### src/rtl/drum_pkg.sv
// Shared types for the drum-machine audio path: sample format and the
// UART byte-streamer state encoding.
package drum_pkg;

    typedef logic [7:0] sample_t;

    typedef enum logic [1:0] {
        IDLE,
        SEND,
        HOLD_LOW,
        HOLD_HIGH
    } tx_state_t;

    localparam sample_t SYNC_DEFAULT = 8'hA5;

endpackage

### src/rtl/sync_fifo.sv
// Single-clock first-word-fall-through FIFO. A push at full is accepted only
// when a pop happens in the same cycle.
module sync_fifo #(
    parameter int DEPTH = 16,
    parameter int WIDTH = 8
) (
    input  logic                   clk,
    input  logic                   rst,
    input  logic                   push,
    input  logic                   pop,
    input  logic [WIDTH-1:0]       din,
    output logic [WIDTH-1:0]       dout,
    output logic [$clog2(DEPTH):0] level,
    output logic                   full,
    output logic                   empty
);

    localparam int AW = $clog2(DEPTH);

    logic [WIDTH-1:0] mem [DEPTH];
    logic [AW-1:0]    wr_ptr;
    logic [AW-1:0]    rd_ptr;
    logic             do_push;
    logic             do_pop;

    assign full    = (level == (AW+1)'(DEPTH));
    assign empty   = (level == '0);
    assign do_pop  = pop && !empty;
    assign do_push = push && (!full || do_pop);
    assign dout    = mem[rd_ptr];

    always_ff @(posedge clk) begin
        if (rst) begin
            wr_ptr <= '0;
            rd_ptr <= '0;
            level  <= '0;
        end else begin
            if (do_push) wr_ptr <= wr_ptr + 1'b1;
            if (do_pop)  rd_ptr <= rd_ptr + 1'b1;
            case ({do_push, do_pop})
                2'b10:   level <= level + 1'b1;
                2'b01:   level <= level - 1'b1;
                default: level <= level;
            endcase
        end
    end

    // NOTE: the storage array is deliberately not reset; the pointers and level
    // define which entries are valid, and leaving it reset-free lets it map to RAM.
    always_ff @(posedge clk) begin
        if (do_push) mem[wr_ptr] <= din;
    end

endmodule

### src/rtl/sample_tx_streamer.sv
// Decimates mixer samples into a FIFO and streams them as SYNC-framed bytes
// over the UART load/ready handshake.
module sample_tx_streamer
    import drum_pkg::*;
#(
    parameter int      DEPTH     = 16,
    parameter int      DECIM     = 4,
    parameter int      FRAME_LEN = 32,
    parameter sample_t SYNC_BYTE = SYNC_DEFAULT
) (
    input  logic                   clk,
    input  logic                   rst,
    input  logic                   enable,
    input  logic                   sample_tick,
    input  logic [7:0]             sample_in,
    input  logic                   txready,
    output logic [7:0]             txdata,
    output logic                   txclk,
    output logic [$clog2(DEPTH):0] fifo_level,
    output logic                   overflow,
    output logic                   busy
);

    localparam int DCW = (DECIM > 1) ? $clog2(DECIM) : 1;
    localparam int FCW = $clog2(FRAME_LEN + 1);

    tx_state_t      state;
    tx_state_t      state_next;
    logic [DCW-1:0] decim_ctr;
    logic [FCW-1:0] frame_ctr;
    sample_t        tx_byte;
    logic           send_data;
    logic           enable_q;
    logic           overflow_q;

    logic           tick_ok;
    logic           flush;
    logic           start;
    logic           drop;
    logic           fifo_rst;
    logic           fifo_push;
    logic           fifo_pop;
    logic           fifo_full;
    logic           fifo_empty;
    sample_t        fifo_dout;

    assign tick_ok   = enable && sample_tick;
    assign fifo_push = tick_ok && (decim_ctr == '0);
    assign fifo_pop  = (state == SEND) && send_data;
    assign drop      = fifo_push && fifo_full && !fifo_pop;
    // Disabled and idle: discard the backlog so a re-enable starts a fresh frame.
    assign flush     = (state == IDLE) && !enable;
    assign fifo_rst  = rst || flush;
    // Every byte, SYNC included, needs queued data, so no empty headers go out.
    assign start     = (state == IDLE) && enable && txready && !fifo_empty;

    sync_fifo #(
        .DEPTH (DEPTH),
        .WIDTH (8)
    ) u_fifo (
        .clk   (clk),
        .rst   (fifo_rst),
        .push  (fifo_push),
        .pop   (fifo_pop),
        .din   (sample_in),
        .dout  (fifo_dout),
        .level (fifo_level),
        .full  (fifo_full),
        .empty (fifo_empty)
    );

    // NOTE: sequential state uses non-blocking assignments so every register
    // samples pre-edge values regardless of process ordering.
    always_ff @(posedge clk) begin
        if (rst) state <= IDLE;
        else     state <= state_next;
    end

    always_comb begin
        // NOTE: default first so every path assigns state_next and no latch forms.
        state_next = state;
        case (state)
            IDLE:      if (start)    state_next = SEND;
            SEND:                    state_next = HOLD_LOW;
            HOLD_LOW:  if (!txready) state_next = HOLD_HIGH;
            HOLD_HIGH: if (txready)  state_next = IDLE;
            default:                 state_next = IDLE;
        endcase
    end

    always_comb begin
        txclk    = (state == SEND);
        busy     = (state != IDLE) || !fifo_empty;
        txdata   = tx_byte;
        overflow = overflow_q;
    end

    always_ff @(posedge clk) begin
        if (rst) begin
            decim_ctr  <= '0;
            frame_ctr  <= '0;
            tx_byte    <= '0;
            send_data  <= 1'b0;
            enable_q   <= 1'b0;
            overflow_q <= 1'b0;
        end else begin
            enable_q   <= enable;
            overflow_q <= (overflow_q && !(enable && !enable_q)) || drop;

            if (flush) begin
                decim_ctr <= '0;
                frame_ctr <= '0;
            end else begin
                if (tick_ok)
                    decim_ctr <= (decim_ctr == DCW'(DECIM - 1)) ? '0 : decim_ctr + 1'b1;
                if (state == SEND)
                    frame_ctr <= (frame_ctr == FCW'(FRAME_LEN)) ? '0 : frame_ctr + 1'b1;
            end

            // Byte is latched on entry to SEND and held until the next start.
            if (start) begin
                tx_byte   <= (frame_ctr == '0) ? SYNC_BYTE : fifo_dout;
                send_data <= (frame_ctr != '0);
            end
        end
    end

endmodule

### config.mk
export PLATFORM = sky130hd
export DESIGN_NAME = sample_tx_streamer
export DESIGN_NICKNAME = d
export VERILOG_FILES = /design/src/rtl/drum_pkg.sv /design/src/rtl/sync_fifo.sv /design/src/rtl/sample_tx_streamer.sv
export SDC_FILE = /design/constraint.sdc
export NUM_CORES = 1
export LEC_CHECK = 0
export CAP_MARGIN = 20
export CORE_UTILIZATION = 25
export CTS_BUF_LIST = sky130_fd_sc_hd__clkbuf_4
export DETAILED_ROUTE_END_ITERATION = 10
export PLACE_DENSITY_LB_ADDON = 0.08
export SLEW_MARGIN = 20
export SYNTH_ARGS = -nofsm -noshare
export SYNTH_HDL_FRONTEND = slang
export SYNTH_SLANG_ARGS = --single-unit
### constraint.sdc
create_clock -name clk -period 3.6 [get_ports clk]
set_input_delay 0.36 -clock clk [delete_from_list [all_inputs] [get_ports clk]]
set_output_delay 0.36 -clock clk [all_outputs]
set_load 0.01 [all_outputs]
# After elaboration in Yosys (flattened, before gate mapping)
# Memory sizes are Yosys's and may differ from the RTL's. A register that Yosys moved wholly into a read port is not among the register bits.
# Cells that the tools add are included.
# totals
regBits	34
ramBits	128
in_bits	13
output_inout_bits	16
wordCells	72
n_memories	1
# memory_table
name	words	word_bits	rd	rd_ports_with_merged_regs	write_ports	line	rtl
u_fifo.mem	16	8	1	1	1	sync_fifo.sv:20	logic [WIDTH-1:0] mem [DEPTH];
# classes
addsub	6
eq_ne	11
n_mux	12
reduce_logical	32
# op_table
operator	n
1-bit logical AND	13
5-bit case mux with 2 select lines	1
4-bit by 1-bit adder with 4-bit output (second input constant)	2
2-bit == test (second input constant)	4
2-bit 2-to-1 mux	4
4-bit 2-to-1 mux	2
8-bit 2-to-1 mux	1
2-bit case mux with 4 select lines	1
6-bit by 1-bit adder with 6-bit output (second input constant)	1
6-bit == test (second input constant)	1
1-bit zero test	6
6-bit zero test	1
6-bit 2-to-1 mux	1
2-bit != test (second input constant)	3
6-bit nonzero test	1
5-bit by 1-bit adder with 5-bit output (second input constant)	1
5-bit == test (second input constant)	1
5-bit zero test	1
5-bit by 1-bit subtractor with 5-bit output (second input constant)	1
2-bit by 1-bit == test with 1-bit output (second input constant)	2
2-bit zero test	2
1-bit logical OR	4
2-bit nonzero test	2
3-bit AND reduction	1
other kinds (3)	4

# Depth between registers and ports, before layout
# Gate-level depths: netlist of the first run.
# logic_depth
ltp_word	7
mapped_depth	12
ltp_nobuf	11

# Hierarchy
# A second synthesis of the first run with hierarchy kept.
# hier_totals
cells_unflattened	431
area_unflattened_um2	6846.6
# modules_own_cells
module	n_inst	cells_per_inst	area_per_inst_um2	seq_area_each_um2
sync_fifo	1	325	5866.9	4184.0
sample_tx_streamer	1	106	979.7	420.4

# Worst setup path before layout of the first run
# Ideal clock, no wire load.
# synth_timing
kind	flip-flop to flip-flop
from	register state[1]
to	memory u_fifo.mem[3][0], enable pin
setup_ns	0.383
arrival_ns	2.106
required_time_ns	3.217
path_slack_ns	1.111
path_stages_with_launch	8
path_buffers	1
synth_period_minus_slack_ns	2.489
cell_sequence	dfxtp_1 -> inv_1 -> ha_1 -> buf_2 -> nand2_1 -> a31oi_2 -> nand2_1 -> nor3_1
# synth_between
elab_chain_len	7
# synth_lines
element	line	rtl
from (decl)	sample_tx_streamer.sv:27	tx_state_t state;
from (signal assigned)	sample_tx_streamer.sv:76	else state <= state_next;
2-bit by 1-bit == test with 1-bit output	--	
named net txclk	sample_tx_streamer.sv:18	output logic txclk,
1-bit logical AND	sample_tx_streamer.sv:49	assign fifo_pop = (state == SEND) && send_data;
1-bit logical AND	sync_fifo.sv:28	assign do_pop = pop && !empty;
1-bit logical OR	sync_fifo.sv:29	assign do_push = push && (!full || do_pop);
1-bit logical AND	sync_fifo.sv:29	
1-bit 2-to-1 mux	sync_fifo.sv:51	if (do_push) mem[wr_ptr] <= din;
1-bit 2-to-1 mux (not written as such)	sync_fifo.sv:51	
to (decl)	sync_fifo.sv:20	
# The timed path passes the listed nets, and every way through them passes these cells.

# Worst setup path in the final report of the first run
# layout_timing
from	register state[1]
to	register u_fifo.level[2]
# layout_between
elab_chain_len	7
elab_cells_between_ends	12
cone_classes	eq/ne (3); mux (1); reduce/logical (8)
# layout_lines
element	line	rtl
2-bit by 1-bit == test with 1-bit output	sample_tx_streamer.sv:49	
1-bit logical AND	sample_tx_streamer.sv:49	
1-bit logical AND	sync_fifo.sv:28	
1-bit logical OR	sync_fifo.sv:29	
1-bit logical AND	sync_fifo.sv:29	
2-bit by 1-bit == test with 1-bit output / 2-bit == test (equally long branches)	sync_fifo.sv:40	case ({do_push, do_pop})
5-bit case mux with 2 select lines / 2-bit nonzero test (equally long branches)	--	
to (signal assigned)	sync_fifo.sv:41	2'b10: level <= level + 1'b1;
to (signal assigned)	sync_fifo.sv:42	2'b01: level <= level - 1'b1;
to (signal assigned)	sync_fifo.sv:43	default: level <= level;
to (decl)	sync_fifo.sv:13	output logic [$clog2(DEPTH):0] level,
# Several ways; a longest one is shown, not always the timed one.
# A chain may end at the register's enable or synchronous reset.

==> results of run 1 <==
routing by layer:
layer	share of wire, %	vias up	routed length [µm]
met1	46	1825	7310
met4	0.45	0	71
met5	0	-	0
met2	49	59	7830
li1	-	1648	-
met3	4.0	4	636
final timing paths:
kind / to / slack (ns) / cells past startpoint / from
worst max-delay path: u_fifo.level[2]$_SDFFE_PP0P_ / 0.74 / 11 / state[1]$_SDFFE_PP0P_
worst min-delay path: send_data$_SDFFE_PP0P_ / 0.47 / 2 / send_data$_SDFFE_PP0P_
worst max register to register: u_fifo.level[2]$_SDFFE_PP0P_ / 0.74 / 11 / state[1]$_SDFFE_PP0P_
worst min register to register: send_data$_SDFFE_PP0P_ / 0.47 / 2 / send_data$_SDFFE_PP0P_
layout by cell type (no fill, tap or decap), types with 8 or more instances in the layout:
cell               n
dfxtp_1           37
buf_4             16
inv_1             11
clkdlybuf4s50_1   28
nand2_1           23
mux4_2            32
ha_1              15
edfxtp_1         128
inv_6              8
clkbuf_4          17
a22oi_1           16
nor2_1            42
xor2_1            10
critical path, delay by kind of cell (launching register included):
family	cells	cell delay (ns)
fa+ha+maj	2	0.57
flops	1	0.36
compound gates	2	0.51
xor+xnor	2	0.31
buf+inv	1	0.11
simple gates	4	0.87
logic make-up (layout without fill, tap and decap cells):
group / count (synthesis) / count (layout) / synth area share [%]
AOI/OAI and AO/OA: 47 / 47 / 5.23
xor gates and xnor gates: 15 / 15 / 1.98
adders and majority gates: 15 / 15 / 2.83
buffers and inverters: 29 / 87 / 2.04
DFF: 166 / 166 / 69.5
muxes: 39 / 39 / 12.1
other: 0 / 2 / 0
and+or+nand+nor: 92 / 92 / 6.34
flip-flops by register name, summed over array words and instances (netlist names), named ones only:
name	cells
frame_ctr	6
enable_q	1
u_fifo.level	5
state	2
overflow	1
u_fifo.mem	128
u_fifo.wr_ptr	4
send_data	1
decim_ctr	2
u_fifo.rd_ptr	4
txdata	8
report_power, final:
| group | leakage (µW) | internal [µW] | switching, µW |
|---|---|---|---|
| clock network | 0.000152 | 362 | 701 |
| logic | 0.000795 | 113 | 161 |
| registers | 0.00146 | 2090 | 20.5 |
| total | 0.00241 | 2560 | 882 |
final cells by class:
type	instances	area (µm²)
timing repair buffer	44	400
sequential	166	4610
clock buffer	17	128
multi-input combinational	208	1890
antenna	2	5.00
tap	335	419
clock inverter	15	139
inverter	11	41.3
fill	2583	18400
through the flow:
stage | util (%) | hold WS, ns
6_report | 29.3 | 0.469
3_5_place_dp | 28.2 | 0.450
4_1_cts | 29.2 | 0.436
2_1_floorplan | - | 0.437
3_3_place_gp | 28.2 | 0.451
5_1_grt | 29.3 | 0.455
==> run metrics, run 1 <==
outcome complete, no violations; DP Wirelength 10.8 mm; peak per-stage delay on the critical path roughly 0.45 ns; starting DRC count in detailed routing 283; post-synthesis sequential area ratio a little over two thirds; Post-synth top cells edfxtp_1 (128), nor2_1 (42), dfxtp_1 (38), mux4_2 (32), nand2_1 (23); pin count of the biggest net entering global routing 19; Synth top area share about three fifths; Place WS between 0.7 and 0.8 ns; total power 3440 µW; total number of vias 3536; CP Launch Type flop; Synth area leaders edfxtp_1 (58%), dfxtp_1 (11%), mux4_2 (11%); peak supply drop between 0.0002 and 0.00025 V; CTS resizes 0; most numerous cell in the Yosys netlist edfxtp_1; area of the mapped netlist 6630 µm²; total negative slack 0 ns; DRT Wirelength around 16 mm; Critical Path AT ~3.3 ns; M3 GR Usage under 10%; drt wl/cell approximately 20 µm; DIE HEIGHT 165 µm; CP max FO 8; Final Hold Violating Endpoints 0; CTS Root Cell clkbuf_4; Final WS setup approximately 0.74 ns; worst path cell trace inv_1, ha_1, nand2_1, a21oi_2, nand2_1, xnor2_1, ha_1, nor4_1, a32oi_1, xor2_1, nor2_1; RSZ-0062 raised after global routing false; vias in the first global route approximately 3800; Layout Area Growth over Synthesis 15.1%; Post-CTS Setup Inserts 0; crit end category flop; setup violators final 0; Worst Clk Skew around 0.026 ns; TritonCTS clock tree built; Clock Latency Late Sink approximately 0.53 ns; Die Area 27200 µm²; GRT busiest layer met2; H-tree level count 4; Final nets between 400 and 500; EDFF count, synth 128; CTS max path bufs 2; Data required, critical path ~4.0 ns; hold buffer count at CTS 0; Synth Warn # 0; Final Slew Violations 0; FMAX approximately 350 MHz; syn nets 431; total I/O pin count 29; count of cell types in the netlist 44; number of antenna violations at the first check in global routing 1; Power Density between 400 and 500 nW/µm²; share of cells above drive strength 1 between 10% and 20%; final worst-path cycle share between 70% and 80%; GPL Wtd Cong 0.731; cts bufs inserted 17; area of the core between 20000 and 30000 µm²; Area after DPL 7350 µm²; Yosys top cell by area edfxtp_1; design area roughly 7600 µm²; fin cells about 800; GR Util met1 16.7%; grt met2 use 20.8%; HP Class reg -> reg; Worst-path clk slew ~0.14 ns; leakage 0.00241 µW; # port buffers 28; Yosys reg bits ~170; Syn Area/Cell approximately 16 µm²; Maximum Capacitance Violations 0; Slowest cell on crit path nor4_1; # DRC 0; clk sinks ~170; GR Overflow Total 0; die width approximately 160 µm; Max transition margin 37.4%; row count between 50 and 60; Top FF cell, synth edfxtp_1; actual slew at the worst max-slew pin around 0.94 ns; Mapped Cells between 400 and 500; first-pass GRT wire length 23.9 mm; Starting Density between 20% and 30%; Tmin final approximately 2.9 ns; drt first pass iters 4; dpl cells approximately 760; via/cell ratio between 4 and 5; FFs w/ async S/R, synth 0%; antenna-violating nets left 0; kind of critical path reg -> reg; GRT Total Usage roughly an eighth
Power figures use the tool's default switching activity.
==> run 2: changes to the inputs <==
==> constraint.sdc (replaced) <==
create_clock -name clk -period 3 [get_ports clk]
set_input_delay 0.3 -clock clk [delete_from_list [all_inputs] [get_ports clk]]
set_output_delay 0.3 -clock clk [all_outputs]
set_load 0.01 [all_outputs]
==> run 2 against run 1 <==
Net effect: wire length decreased by 3.8%; total power increased by 19%; global-route usage decreased by 0.40 points; sequential share of layout area decreased by 0.44 points; clock power increased by 16%; flip-flop and latch count unchanged; critical path depth decreased by 1; via count about the same; clock skew increased by 0.0052 ns; die area unchanged; maximum frequency increased by 9.3%; highest routed layer unchanged.
==> run metrics, run 2 (synthesis results as in run 1) <==
reg2reg start state[1]$_SDFFE_PP0P_ (unchanged); peak per-stage delay on the critical path 0.47 ns (was 0.45 ns); H-tree level count 4 (unchanged); total number of vias 3534 (was 3536); Worst-path clk slew 0.13 ns (was 0.14 ns); most flop-heavy register u_fifo.mem (unchanged); Critical Path AT 3.05 ns (was 3.26 ns); setup violators final 0 (unchanged); total power 4100 µW (was 3440 µW); TritonCTS clock tree built (unchanged); HP Class in -> reg (was reg -> reg); internal power 3080 µW (was 2560 µW); worst path cell trace inv_1, ha_1, nand2_1, a21oi_2, nand2_1, xnor2_1, ha_1, nor4_1, a311oi_1, a211oi_1 (was inv_1, ha_1, nand2_1, a21oi_2, nand2_1, xnor2_1, ha_1, nor4_1, a32oi_1, xor2_1, nor2_1); Maximum Capacitance Violations 0 (unchanged); outcome complete, no violations (unchanged); Layout Area Growth over Synthesis 15.9% (was 15.1%); commonest cells after routing, fill and taps aside edfxtp_1 (128), nor2_1 (42), dfxtp_1 (37) (unchanged); Final Hold Violating Endpoints 0 (unchanged); CTS resizes 0 (unchanged); Storage cell area 4610 µm² (unchanged); crit path from state[1]$_SDFFE_PP0P_ (unchanged); actual slew at the worst max-slew pin 0.758 ns (was 0.938 ns); number of antenna violations at the first check in global routing 2 (was 1); hold buffer count at CTS 0 (unchanged); Final nets 481 (was 476); pin count of the biggest net entering global routing 33 (was 19); drt wl/cell 19.0 µm (was 19.9 µm); fin cells 803 (was 798); DIE HEIGHT 165 µm (unchanged); GR Overflow Total 0 (unchanged); DRT Wirelength 15.3 mm (was 15.8 mm); clk sinks 166 (unchanged); area of the multi-input gates 1890 µm² (unchanged); max reg flops 128 (unchanged); area of the core 26100 µm² (unchanged); r2r endpoint u_fifo.level[4]$_SDFFE_PP0P_ (was u_fifo.level[2]$_SDFFE_PP0P_); antenna-violating nets left 0 (unchanged); via/cell ratio 4.40 (was 4.43); CP Launch Type flop (unchanged); Clock Latency Late Sink 0.53 ns (about the same); crit end category flop (unchanged); RSZ-0062 raised after global routing false (unchanged); Clock Power Share 30.1% (was 30.9%); leakage 0.00243 µW (was 0.00241 µW); Power Density 533 nW/µm² (was 451 nW/µm²); GPL Wtd Cong 0.737 (was 0.731); dpl cells 769 (was 764); Worst Clk Skew 0.0314 ns (was 0.0262 ns); logic gate share of total power 8.2% (was 8.0%); Data required, critical path 3.43 ns (was 4.00 ns); total negative slack 0 ns (unchanged); sw frac 24.8% (was 25.6%); vias in the first global route 3697 (was 3750); DP Wirelength 10.1 mm (was 10.8 mm); CTS Root Cell clkbuf_4 (unchanged); Slowest cell on crit path nor4_1 (unchanged); cts bufs inserted 17 (unchanged); CTS max path bufs 2 (unchanged); # port buffers 28 (unchanged); Starting Density 25.4% (unchanged); FMAX 382 MHz (was 349 MHz); end of the critical path u_fifo.level[4]$_SDFFE_PP0P_ (was u_fifo.level[2]$_SDFFE_PP0P_); GRT Total Usage 12.2% (was 12.6%); starting DRC count in detailed routing 190 (was 283); # DRC 0 (unchanged); drt first pass iters 5 (was 4); commonest non-fill, non-tap cell in the layout edfxtp_1 (unchanged); Util after Layout 29.5% (was 29.3%); design area 7680 µm² (was 7620 µm²); die width 165 µm (unchanged); Max transition margin 49.3% (was 37.4%); r2r worst-path depth 10 (was 11); kind of critical path reg -> reg (unchanged); CP max FO 7 (was 8); Post-CTS Setup Inserts 0 (unchanged); total I/O pin count 29 (unchanged); Area after DPL 7420 µm² (was 7350 µm²); R2R Setup Slk 0.38 ns (was 0.74 ns); hold path depth 3 (was 2); share of cells above drive strength 1 19.7% (was 19.3%); first-pass GRT wire length 23.1 mm (was 23.9 mm); final worst-path cycle share 87.3% (was 79.5%); Final Slew Violations 0 (unchanged); row count 59 (unchanged); NetSw 1020 µW (was 882 µW); Sequential Power Share 61.7% (was 61.2%); Die Area 27200 µm² (unchanged); Tmin final 2.62 ns (was 2.86 ns); peak supply drop 0.000221 V (was 0.000205 V); fillers 2590 (was 2583)
run 2: cell count changes in the layout (fill, tap and decap cells not counted), sizes merged:
cell,before,now
buf,16,21
inv,20,16
clkinv,5,7
clkbuf,17,18
clkinvlp,0,1
run 2: layout make-up:
| type | instances | share of cell area [%] |
|---|---|---|
| inverter | 11 | 0.538 |
| timing repair buffer | 49 | 6.03 |
| clock inverter | 14 | 1.63 |
| multi-input combinational | 208 | 24.6 |
| sequential | 166 | 60.0 |
| tap | 335 | 5.46 |
| antenna | 2 | 0.0652 |
| clock buffer | 18 | 1.76 |
run 2: worst min-delay path by stage:
| stage | slack, ns | to | from |
|---|---|---|---|
| 2_1_floorplan | 0.40 | u_fifo.mem[0][0]$_DFFE_PP_ | sample_in[0] |
| 3_3_place_gp | 0.46 | send_data$_SDFFE_PP0P_ | send_data$_SDFFE_PP0P_ |
| 3_5_place_dp | 0.45 | send_data$_SDFFE_PP0P_ | send_data$_SDFFE_PP0P_ |
| 4_1_cts | 0.35 | decim_ctr[1]$_SDFFE_PP0P_ | sample_tick |
| 5_1_grt | 0.38 | decim_ctr[1]$_SDFFE_PP0P_ | sample_tick |
| 6_report | 0.46 | decim_ctr[1]$_SDFFE_PP0P_ | sample_tick |
run 2: critical path, delay by kind of cell, from the launching register on:
family,cells,cell delay [ns]
buffers and inverters,1,0.11
DFF,1,0.36
xor gates and xnor gates,1,0.14
adders and majority gates,2,0.40
and+or+nand+nor,3,0.75
AOI/OAI and AO/OA,3,0.78
run 2: power by group through the flow:
| stage | logic (µW) | clock network (µW) | registers [µW] |
|---|---|---|---|
| finish | 337 | 1230 | 2530 |
| global route | 376 | 1380 | 2530 |
| CTS | 348 | 1310 | 2530 |
| detailed placement | 347 | 0 | 2580 |
| global placement | 347 | 0 | 2580 |
| floorplan | 192 | 0 | 2570 |
run 2: routing by layer:
layer  vias up  track usage, %  wire length [µm]  part of all wire [%]
met3         2            3.39               851                   5.6
met5         -               0                 0                     0
met2        76            19.9              7450                    49
met4         0            3.21                17                  0.11
li1       1662               -                 -                     -
met1      1794            15.8              6930                    45
run 2: metrics by stage:
stage          hold slack, ns  setup slack, ns
2_1_floorplan           0.399            0.511
3_3_place_gp            0.459            0.468
3_5_place_dp            0.448            0.420
4_1_cts                 0.353            0.405
5_1_grt                 0.381            0.215
6_report                0.460            0.382
==> run 3: changes to the inputs <==
--- a/config.mk
+++ b/config.mk
@@ -9,7 +9,8 @@
 export CORE_UTILIZATION = 25
 export CTS_BUF_LIST = sky130_fd_sc_hd__clkbuf_4
 export DETAILED_ROUTE_END_ITERATION = 10
-export PLACE_DENSITY_LB_ADDON = 0.08
+export PLACE_DENSITY = 0.37
+export RECOVER_POWER = 100
 export SLEW_MARGIN = 20
 export SYNTH_ARGS = -nofsm -noshare
 export SYNTH_HDL_FRONTEND = slang
==> run 3 against run 2 <==
Net effect: wire length is 0.86% higher; critical path depth is 5 lower; final cell count is 0.25% lower; largest power group unchanged; hold slack worse by 0.057 ns; cell area hardly changed.
==> run metrics, run 3 (synthesis results as in run 1) <==
outcome complete, no violations (unchanged); FMAX 379 MHz (was 382 MHz); CTS Root Cell clkbuf_4 (unchanged); first-pass GRT wire length 22.8 mm (was 23.1 mm); clk sinks 166 (unchanged); vias in the first global route 3651 (was 3697); most flop-heavy register u_fifo.mem (unchanged); Maximum Capacitance Violations 0 (unchanged); area of the core 26100 µm² (unchanged); H-tree level count 4 (unchanged); GPL Wtd Cong 0.745 (was 0.737); CP Launch Type flop (unchanged); kind of critical path reg -> out (was reg -> reg); fillers 2600 (was 2590); DRT Wirelength 15.4 mm (was 15.3 mm); starting DRC count in detailed routing 247 (was 190); commonest non-fill, non-tap cell in the layout edfxtp_1 (unchanged); max reg flops 128 (unchanged); Final Slew Violations 0 (unchanged); DIE HEIGHT 165 µm (unchanged); pin count of the biggest net entering global routing 33 (unchanged); TritonCTS clock tree built (unchanged); CP max FO 7 (unchanged); Sequential Power Share 58.6% (was 61.7%); Clock Power Share 33.9% (was 30.1%); cts bufs inserted 17 (unchanged); drt first pass iters 4 (was 5); Worst-path clk slew 0.14 ns (was 0.13 ns); Die Area 27200 µm² (unchanged); antenna-violating nets left 0 (unchanged); Data required, critical path 2.70 ns (was 3.43 ns); DP Wirelength 9.93 mm (was 10.1 mm); RSZ-0062 raised after global routing false (unchanged); Util after Layout 29.5% (about the same); total negative slack 0 ns (unchanged); logic gate share of total power 7.5% (was 8.2%); Tmin final 2.64 ns (was 2.62 ns); via/cell ratio 4.41 (was 4.40); Power Density 562 nW/µm² (was 533 nW/µm²); die width 165 µm (unchanged); Layout Area Growth over Synthesis 15.8% (was 15.9%); HP Class in -> reg (unchanged); sw frac 24.9% (was 24.8%); crit end category primary output (was flop); Final WS setup 0.362 ns (was 0.382 ns); share of cells above drive strength 1 19.4% (was 19.7%); final worst-path cycle share 87.9% (was 87.3%); Clock Latency Late Sink 0.56 ns (was 0.53 ns); GR Overflow Total 0 (unchanged); # DRC 0 (unchanged); leakage 0.00249 µW (was 0.00243 µW); total number of vias 3536 (was 3534); # port buffers 28 (unchanged); Max transition margin 38.7% (was 49.3%); drt wl/cell 19.2 µm (was 19.0 µm); total I/O pin count 29 (unchanged); CTS max path bufs 2 (unchanged); hold buffer count at CTS 0 (unchanged); Final Hold Violating Endpoints 0 (unchanged); actual slew at the worst max-slew pin 0.920 ns (was 0.758 ns); Starting Density 25.4% (unchanged); Post-CTS Setup Inserts 0 (unchanged); GRT Total Usage 12.1% (was 12.2%); number of antenna violations at the first check in global routing 1 (was 2); Place WS 0.495 ns (was 0.420 ns); setup violators final 0 (unchanged); commonest cells after routing, fill and taps aside edfxtp_1 (128), nor2_1 (42), dfxtp_1 (37) (unchanged); Final nets 481 (unchanged); Critical Path AT 2.34 ns (was 3.05 ns); CTS resizes 0 (unchanged); NetSw 1070 µW (was 1020 µW); internal power 3240 µW (was 3080 µW); peak supply drop 0.000242 V (was 0.000221 V); row count 59 (unchanged); Worst Clk Skew 0.0229 ns (was 0.0314 ns)
==> run 3: cell count changes in the layout (fill, tap and decap cells not counted), moves of 2 or more <==
| cell | before | now |
|---|---|---|
| clkdlybuf4s50_1 | 28 | 4 |
| dlygate4sd3_1 | 0 | 24 |
| buf_4 | 19 | 1 |
| clkbuf_2 | 0 | 16 |
| clkinv_1 | 3 | 0 |
| bufinv_16 | 1 | 3 |
| clkbuf_1 | 0 | 2 |
| inv_6 | 3 | 5 |
==> run 3: cell type report <==
class	instances	area, µm²	share of cell area [%]
Antenna cell	1	2.50	0.0326
Sequential cell	166	4610	60.0
Timing Repair Buffer	49	415	5.41
Inverter	11	41.3	0.538
Multi-Input combinational cell	208	1880	24.5
Tap cell	335	419	5.46
Clock inverter	14	186	2.43
Clock buffer	17	128	1.66
==> run 3: worst paths after layout <==
check	startpoint	to	slack (ns)	cells after the start
max	u_fifo.level[0]$_SDFFE_PP0P_	busy	0.36	5
min	sample_tick	decim_ctr[1]$_SDFFE_PP0P_	0.40	3
min reg2reg	send_data$_SDFFE_PP0P_	send_data$_SDFFE_PP0P_	0.47	2
max reg2reg	u_fifo.level[0]$_SDFFE_PP0P_	u_fifo.mem[3][5]$_DFFE_PP_	0.37	6
==> run 3: per-layer routing <==
metal / wire [µm] / share of wire (%) / vias to the layer above / track usage (%)
met3: 559 / 3.6 / 6 / 3.19
li1: - / - / 1654 / -
met1: 7180 / 47 / 1823 / 15.4
met4: 102 / 0.66 / 0 / 2.88
met5: 0 / 0 / - / 0
met2: 7540 / 49 / 53 / 20.3
==> run 3: power groups by stage <==
stage	Combinational, µW	Sequential [µW]	Clock [µW]
after floorplan	192	2570	0
after CTS	349	2530	1530
after global placement	342	2580	0
final	324	2530	1460
after detailed placement	347	2580	0
after global routing	363	2530	1610
==> run 3: metrics by stage <==
| step | total power (µW) | hold WS (ns) | cells | cell area (µm²) |
|---|---|---|---|---|
| 3_5_place_dp | 2930 | 0.449 | 769 | 7420 |
| 3_3_place_gp | 2920 | 0.454 | 769 | 7420 |
| 2_1_floorplan | 2770 | 0.399 | 403 | 6630 |
| 4_1_cts | 4400 | 0.347 | 800 | 7730 |
| 5_1_grt | 4510 | 0.342 | 801 | 7670 |
| 6_report | 4310 | 0.403 | 801 | 7670 |
==> run 3: worst max-delay path, cell delays in order (launching register included) <==
cell and delay [ns]:
dfxtp_1 0.43, nor4_4 0.30, clkbuf_1 0.31, and2_2 0.23, nand2_1 0.06, clkdlybuf4s50_1 0.47
